File: src/rtl/uart_baud_gen_if.sv
// Configuration port bundle for uart_baud_gen: valid/ready transfer of the
// integer divisor and fractional trim, plus the reject pulse.
interface uart_baud_gen_if #(
    parameter int DIV_W  = 16,
    parameter int FRAC_W = 4
);
    logic              cfg_valid;
    logic              cfg_ready;
    logic [DIV_W-1:0]  cfg_div;
    logic [FRAC_W-1:0] cfg_frac;
    logic              cfg_err;

    modport master (output cfg_valid, cfg_div, cfg_frac, input cfg_ready, cfg_err);
    modport slave  (input cfg_valid, cfg_div, cfg_frac, output cfg_ready, cfg_err);
endinterface

File: src/rtl/uart_baud_gen.sv
// Baud-tick generator: programmable divisor, separate TX/RX chains, RX re-phasing on rx_sync.
// Define UART_BAUD_FRAC_EN to enable the fractional-divisor accumulator and period stretch.
module uart_baud_gen #(
    parameter int CLOCK_FREQUENCY = 50_000_000,
    parameter int OVERSAMPLE      = 16,
    parameter int DIV_W           = 16,
    parameter int FRAC_W          = 4,
    parameter int RESET_DIV       = 27
) (
    input  logic           clk,
    input  logic           arst_n,
    input  logic           active,
    uart_baud_gen_if.slave cfg,
    input  logic           rx_sync,
    output logic           tx_clk_en,
    output logic           rx_clk_en,
    output logic           rx_mid
);
    localparam int OS_W = $clog2(OVERSAMPLE);
    localparam int CW   = DIV_W + 1;

    typedef logic [OS_W-1:0] os_t;
    typedef logic [CW-1:0]   cnt_t;

    localparam os_t OS_LAST = os_t'(OVERSAMPLE - 1);
    localparam os_t OS_MID  = os_t'(OVERSAMPLE / 2 - 1);

    if (OVERSAMPLE < 4 || OVERSAMPLE > 16 || (OVERSAMPLE & (OVERSAMPLE - 1)) != 0 ||
        CLOCK_FREQUENCY <= 0 || RESET_DIV < 2) begin : g_bad_param
        $error("uart_baud_gen: illegal parameter set");
    end

    logic [DIV_W-1:0] div_q;
    logic [DIV_W-1:0] stg_div;
    logic [DIV_W-1:0] div_nxt;
    logic             pending;
    logic             cfg_err_q;
    logic             accept;
    logic             apply;

    cnt_t tx_cnt, tx_per, rx_cnt, rx_per;
    os_t  tx_os, rx_os;
    logic tx_tick, rx_hit, rx_tick;
    logic tx_carry, rx_carry;

    // Last count value of a period: D-1, or D when the chain's period is stretched.
    function automatic cnt_t period_last(input logic [DIV_W-1:0] d, input logic stretch);
        return {1'b0, d} + cnt_t'(stretch) - cnt_t'(1);
    endfunction

`ifdef UART_BAUD_FRAC_EN
    logic [FRAC_W-1:0] frac_q, stg_frac;
    logic [FRAC_W-1:0] tx_acc, rx_acc, tx_acc_nxt, rx_acc_nxt;

    assign {tx_carry, tx_acc_nxt} = {1'b0, tx_acc} + {1'b0, frac_q};
    assign {rx_carry, rx_acc_nxt} = {1'b0, rx_acc} + {1'b0, frac_q};
`else
    logic unused_frac;

    assign unused_frac = ^cfg.cfg_frac;
    assign tx_carry    = 1'b0;
    assign rx_carry    = 1'b0;
`endif

    assign cfg.cfg_ready = !pending;
    assign cfg.cfg_err   = cfg_err_q;
    assign accept        = cfg.cfg_valid && !pending;
    // Staged values land on a bit boundary, or straight away while idle.
    assign apply         = pending && (tx_clk_en || !active);
    assign div_nxt       = apply ? stg_div : div_q;

    assign tx_tick   = active && (tx_cnt == tx_per);
    assign rx_hit    = active && (rx_cnt == rx_per);
    assign rx_tick   = rx_hit && !rx_sync;
    assign tx_clk_en = tx_tick && (tx_os == OS_LAST);
    assign rx_clk_en = rx_tick;
    assign rx_mid    = rx_tick && (rx_os == OS_MID);

    always_ff @(posedge clk or negedge arst_n) begin
        if (!arst_n) begin
            div_q     <= DIV_W'(RESET_DIV);
            stg_div   <= '0;
            pending   <= 1'b0;
            cfg_err_q <= 1'b0;
`ifdef UART_BAUD_FRAC_EN
            frac_q    <= '0;
            stg_frac  <= '0;
`endif
        end else begin
            cfg_err_q <= accept && (cfg.cfg_div < DIV_W'(2));
            if (accept && (cfg.cfg_div >= DIV_W'(2))) begin
                stg_div  <= cfg.cfg_div;
`ifdef UART_BAUD_FRAC_EN
                stg_frac <= cfg.cfg_frac;
`endif
                pending  <= 1'b1;
            end else if (apply) begin
                div_q   <= stg_div;
`ifdef UART_BAUD_FRAC_EN
                frac_q  <= stg_frac;
`endif
                pending <= 1'b0;
            end
        end
    end

    // TX chain: period length is latched at each tick so a new divisor starts on a clean period.
    always_ff @(posedge clk or negedge arst_n) begin
        if (!arst_n) begin
            tx_cnt <= '0;
            tx_os  <= '0;
            tx_per <= period_last(DIV_W'(RESET_DIV), 1'b0);
`ifdef UART_BAUD_FRAC_EN
            tx_acc <= '0;
`endif
        end else if (!active) begin
            tx_cnt <= '0;
            tx_os  <= '0;
            tx_per <= period_last(div_nxt, 1'b0);
`ifdef UART_BAUD_FRAC_EN
            tx_acc <= '0;
`endif
        end else if (tx_tick) begin
            tx_cnt <= '0;
            tx_os  <= tx_os + os_t'(1);
            tx_per <= period_last(div_nxt, tx_carry);
`ifdef UART_BAUD_FRAC_EN
            tx_acc <= tx_acc_nxt;
`endif
        end else begin
            tx_cnt <= tx_cnt + cnt_t'(1);
        end
    end

    // RX chain: rx_sync restarts the bit so the mid strobe lands mid start-bit.
    always_ff @(posedge clk or negedge arst_n) begin
        if (!arst_n) begin
            rx_cnt <= '0;
            rx_os  <= '0;
            rx_per <= period_last(DIV_W'(RESET_DIV), 1'b0);
`ifdef UART_BAUD_FRAC_EN
            rx_acc <= '0;
`endif
        end else if (!active || rx_sync) begin
            rx_cnt <= '0;
            rx_os  <= '0;
            rx_per <= period_last(div_nxt, 1'b0);
`ifdef UART_BAUD_FRAC_EN
            rx_acc <= '0;
`endif
        end else if (rx_tick) begin
            rx_cnt <= '0;
            rx_os  <= rx_os + os_t'(1);
            rx_per <= period_last(div_nxt, rx_carry);
`ifdef UART_BAUD_FRAC_EN
            rx_acc <= rx_acc_nxt;
`endif
        end else begin
            rx_cnt <= rx_cnt + cnt_t'(1);
        end
    end
endmodule

File: src/flat_wrapper.sv
// flat-port wrapper written by rule: the top's interface ports become plain ports
module uart_baud_gen_flat 
#(
    parameter int CLOCK_FREQUENCY = 50_000_000,
    parameter int OVERSAMPLE      = 16,
    parameter int DIV_W           = 16,
    parameter int FRAC_W          = 4,
    parameter int RESET_DIV       = 27
)
  (clk, arst_n, active, rx_sync, tx_clk_en, rx_clk_en, rx_mid, cfg_cfg_valid, cfg_cfg_div, cfg_cfg_frac, cfg_cfg_ready, cfg_cfg_err);
  uart_baud_gen_if #(.DIV_W(DIV_W), .FRAC_W(FRAC_W)) cfg_i ();
  input  logic clk;
  input  logic arst_n;
  input  logic active;
  input  logic rx_sync;
  output logic tx_clk_en;
  output logic rx_clk_en;
  output logic rx_mid;
  input wire logic [$bits(cfg_i.cfg_valid)-1:0] cfg_cfg_valid;
  input wire logic [$bits(cfg_i.cfg_div)-1:0] cfg_cfg_div;
  input wire logic [$bits(cfg_i.cfg_frac)-1:0] cfg_cfg_frac;
  output wire logic [$bits(cfg_i.cfg_ready)-1:0] cfg_cfg_ready;
  output wire logic [$bits(cfg_i.cfg_err)-1:0] cfg_cfg_err;
  assign cfg_i.cfg_valid = cfg_cfg_valid;
  assign cfg_i.cfg_div = cfg_cfg_div;
  assign cfg_i.cfg_frac = cfg_cfg_frac;
  assign cfg_cfg_ready = cfg_i.cfg_ready;
  assign cfg_cfg_err = cfg_i.cfg_err;
  uart_baud_gen #(.CLOCK_FREQUENCY(CLOCK_FREQUENCY), .OVERSAMPLE(OVERSAMPLE), .DIV_W(DIV_W), .FRAC_W(FRAC_W), .RESET_DIV(RESET_DIV)) u_core (.clk(clk), .arst_n(arst_n), .active(active), .cfg(cfg_i), .rx_sync(rx_sync), .tx_clk_en(tx_clk_en), .rx_clk_en(rx_clk_en), .rx_mid(rx_mid));
endmodule
File: config.mk
export PLATFORM = sky130hd
export DESIGN_NAME = uart_baud_gen_flat
export DESIGN_NICKNAME = d
export VERILOG_FILES = /design/src/rtl/uart_baud_gen_if.sv /design/src/rtl/uart_baud_gen.sv /design/src/flat_wrapper.sv
export SDC_FILE = /design/constraint.sdc
export NUM_CORES = 1
export LEC_CHECK = 0
export ABC_AREA = 1
export BUFFER_PORTS_ARGS = -buffer_cell sky130_fd_sc_hd__buf_2
export CAP_MARGIN = 20
export CORE_MARGIN = 8
export CORE_UTILIZATION = 25
export DETAILED_ROUTE_END_ITERATION = 8
export GPL_TIMING_DRIVEN = 0
export HOLD_SLACK_MARGIN = 0.05
export SLEW_MARGIN = 0
export SYNTH_ARGS = -nofsm -noshare
export SYNTH_HDL_FRONTEND = slang
export SYNTH_SLANG_ARGS = --single-unit
File: constraint.sdc
create_clock -name clk -period 2.6 [get_ports clk]
set_clock_uncertainty 0.05 [all_clocks]
set_input_delay 0.26 -clock clk [delete_from_list [all_inputs] [get_ports clk]]
set_output_delay 0.26 -clock clk [all_outputs]
set_load 0.01 [all_outputs]
==> summary.txt <==
status - finished with violations
failing checks - negative setup slack
cell area after layout - 0.00715 sq mm
Synth top area share - 43.9%
Netlist cell types - 38
# DRC - 0
arrival time worst endpoint - 2.84 ns
Hold Path Class - primary input to flip-flop
Top Ports - 30
Max Cap Viol - 0
vias - 4612
cell taking the most area after synthesis - dfrtp_1
CTS Buffer Depth - 2
Hold Vio Cnt, Final - 0
Final Worst Setup Slack - -0.0385 ns
worst-case hold slack - 0.0707 ns
Congestion Overflow GR - 0
Mapped Nets - 726
largest net degree at the start of global routing - 57
Max H-tree Level - 3
overall power - 5.40 mW
die area - 0.0279 sq mm
Tcrit/Tclk final - 101%
antenna cells - 0
post-layout min period - 2.64 ns
first-pass GRT wire length - 22.2 mm
critical path class - flip-flop to flip-flop
Worst Path Required - 2.80 ns
post-synthesis cell count - 696
VDD IR max - 0.380 mV
utilization after layout - 31.8%
share of layout cells above drive strength 1 - 25.5%
crit end category - flip-flop
Lkg Pwr - 3.26 nW
Placeable Area - 0.0225 sq mm
DRT Pass-1 Iters - 4
row count - 55
Routability Congestion - 0.830
initial antenna violation count - 0
die width - 167 microns
setup violators final - 12
Routed Antenna Nets - 0
vias in the first global route - 4505
area added between synthesis and finish - 25.4%
CTS sink count - 110
worst-margin pin slew - 0.542 ns
Post-Place Cell Area - 0.00621 sq mm
Slew Limit Headroom - 63.9%
crit-path max FO - 10
Avg Inst Size Synth - 8.19 sq um
IO Port Bufs - 25
clock transition at the registers of the reported paths - 0.08 ns
Yosys warnings - 0
sequential-to-total area share from yosys stat - 48.5%
Syn Std Cell Area - 0.00570 sq mm
GRT Overall Usage - 9.79%
Vias/cell - 4.39
DR iter-0 viols - 196
clock latency on the worst-skew pair - 0.36 ns
max frequency - 0.379 GHz
unrepaired setup endpoints after global routing - true
CTS tree - done
Final Max Tran Viols - 0
Starting Density - 25.3%
Synth area leaders - dfrtp_1 (44%), nand2_1 (13%), inv_1 (5.3%), dfstp_2 (4.6%), nand3_1 (4.5%)
CTS Buf Count - 9
DRT Wirelength - 13.3 mm
Pwr Density - 755 mW/mm^2
hpwl dp - 9.51 mm
Die Y-Extent - 167 microns
Wirelength per Cell - 12.7 microns
Placement Setup Slack - -0.390 ns
CTS root buf - clkbuf_16
Worst setup SP type - flip-flop
FF+latch count, synth - 110
Net count, final - 790
fillcell total - 2307
## worst paths after layout
| path | start | endpoint | slack (ns) | cells after the start |
|---|---|---|---|---|
| max | u_core.tx_per[1] | u_core.tx_per[14] | -0.04 | 18 |
| min | cfg_cfg_valid | u_core.cfg.cfg_err | 0.07 | 3 |
| max reg2reg | u_core.tx_per[1] | u_core.tx_per[14] | -0.04 | 18 |
| min reg2reg | u_core.tx_os[3] | u_core.tx_os[3] | 0.42 | 1 |
| max in group asynchronous | arst_n | u_core.rx_per[4] | 1.43 | 3 |
| min in group asynchronous | arst_n | u_core.stg_div[10] | 0.35 | 2 |
## critical path: stages (launching register included)
cell and delay [ns]:
dfstp_2 0.54, inv_2 0.03, nand2_1 0.04, nand2_1 0.04, nor2_1 0.10, nand2_1 0.09
nor2_4 0.14, nand3_4 0.09, o21bai_4 0.22, nand2_4 0.15, buf_6 0.17, nand2_1 0.07
nand2_2 0.10, nor2_2 0.17, nand2_1 0.11, nor2_4 0.11, nand3_1 0.12, nand3_1 0.11
nand2_1 0.06
## kinds of logic after synthesis
| family | Yosys count | share of synthesized area, % |
|---|---|---|
| AOI/OAI and AO/OA | 66 | 6.43 |
| muxes | 14 | 2.74 |
| xor gates and xnor gates | 28 | 4.30 |
| DFF | 110 | 48.5 |
| buffers and inverters | 106 | 7.55 |
| and+or+nand+nor | 367 | 29.3 |
| adders and majority gates | 5 | 1.10 |
## layout make-up
type / instances / area (sq um) / area share, %
clock inverters: 6 / 92.6 / 1.30
inverters: 88 / 333 / 4.66
clock buffers: 10 / 239 / 3.34
well taps: 285 / 357 / 4.99
multi-input cells: 480 / 2840 / 39.8
flip-flops and latches: 110 / 2770 / 38.7
repair buffers: 53 / 403 / 5.64
plain buffers: 18 / 114 / 1.59
## cell usage after synthesis, drive strengths merged
| library cell | instances |
|---|---|
| dfrtp | 100 |
| o21bai | 3 |
| xnor2 | 18 |
| mux2i | 1 |
| o21ai | 32 |
| o31ai | 1 |
| dfstp | 10 |
| nor2 | 74 |
| nor3 | 10 |
| mux2 | 13 |
| o211ai | 1 |
| clkbuf | 9 |
| and3 | 1 |
| nand3 | 54 |
| nor4 | 7 |
| ha | 5 |
| a221oi | 1 |
| o22ai | 2 |
| inv | 88 |
| nand4 | 9 |
| xor2 | 10 |
| buf | 9 |
| a21oi | 25 |
| o21a | 1 |
| nand3b | 5 |
| nand2 | 207 |
## sequential cells by signal, summed over array words and instances (netlist names)
register            cells
u_core.rx_cnt          17
u_core.rx_per          17
u_core.tx_cnt          17
u_core.tx_per          17
u_core.div_q           16
u_core.stg_div         16
u_core.rx_os            4
u_core.tx_os            4
u_core.cfg.cfg_err      1
u_core.pending          1
## layer usage
metal  routed length [microns]  part of all wire, %  track usage, %  up-vias
met5                         0                    0               0        -
met4                       191                  1.4            3.21        0
met3                       389                  2.9            2.27       14
met2                      6250                   47            15.6       70
met1                      6490                   49            12.9     2194
li1                          -                    -               -     2334
## power by group
group          switching (mW)  internal, mW
Clock                   0.669         0.877
Sequential              0.196          2.05
Combinational           0.942         0.664
## cells in the final DEF, fill, tap and decap left out, drive strengths merged, types with 2 or more instances in the layout
cell type / n
a21oi: 25
buf: 61
bufinv: 2
clkbuf: 19
clkinvlp: 2
dfrtp: 100
dfstp: 10
ha: 5
inv: 89
mux2: 13
nand2: 207
nand3: 54
nand3b: 5
nand4: 9
nor2: 74
nor3: 10
nor4: 7
o21ai: 32
o21bai: 3
o22ai: 2
xnor2: 18
xor2: 10
## stage by stage
step,cells,TNS (ns)
after floorplan,696,0
after global placement,1006,-20.54
after detailed placement,1007,-6.85
after CTS,1042,-0.388
after global routing,1050,-5.51
final,1050,-0.216
## repair_timing
action,CTS,global route
hold buffers,1,0
pin swaps,28,30
setup endpoints to repair,33,40
setup buffers,17,8
cloned,1,0
hold endpoints to repair,49,0
resized for setup,51,40
Power figures use the tool's default switching activity.
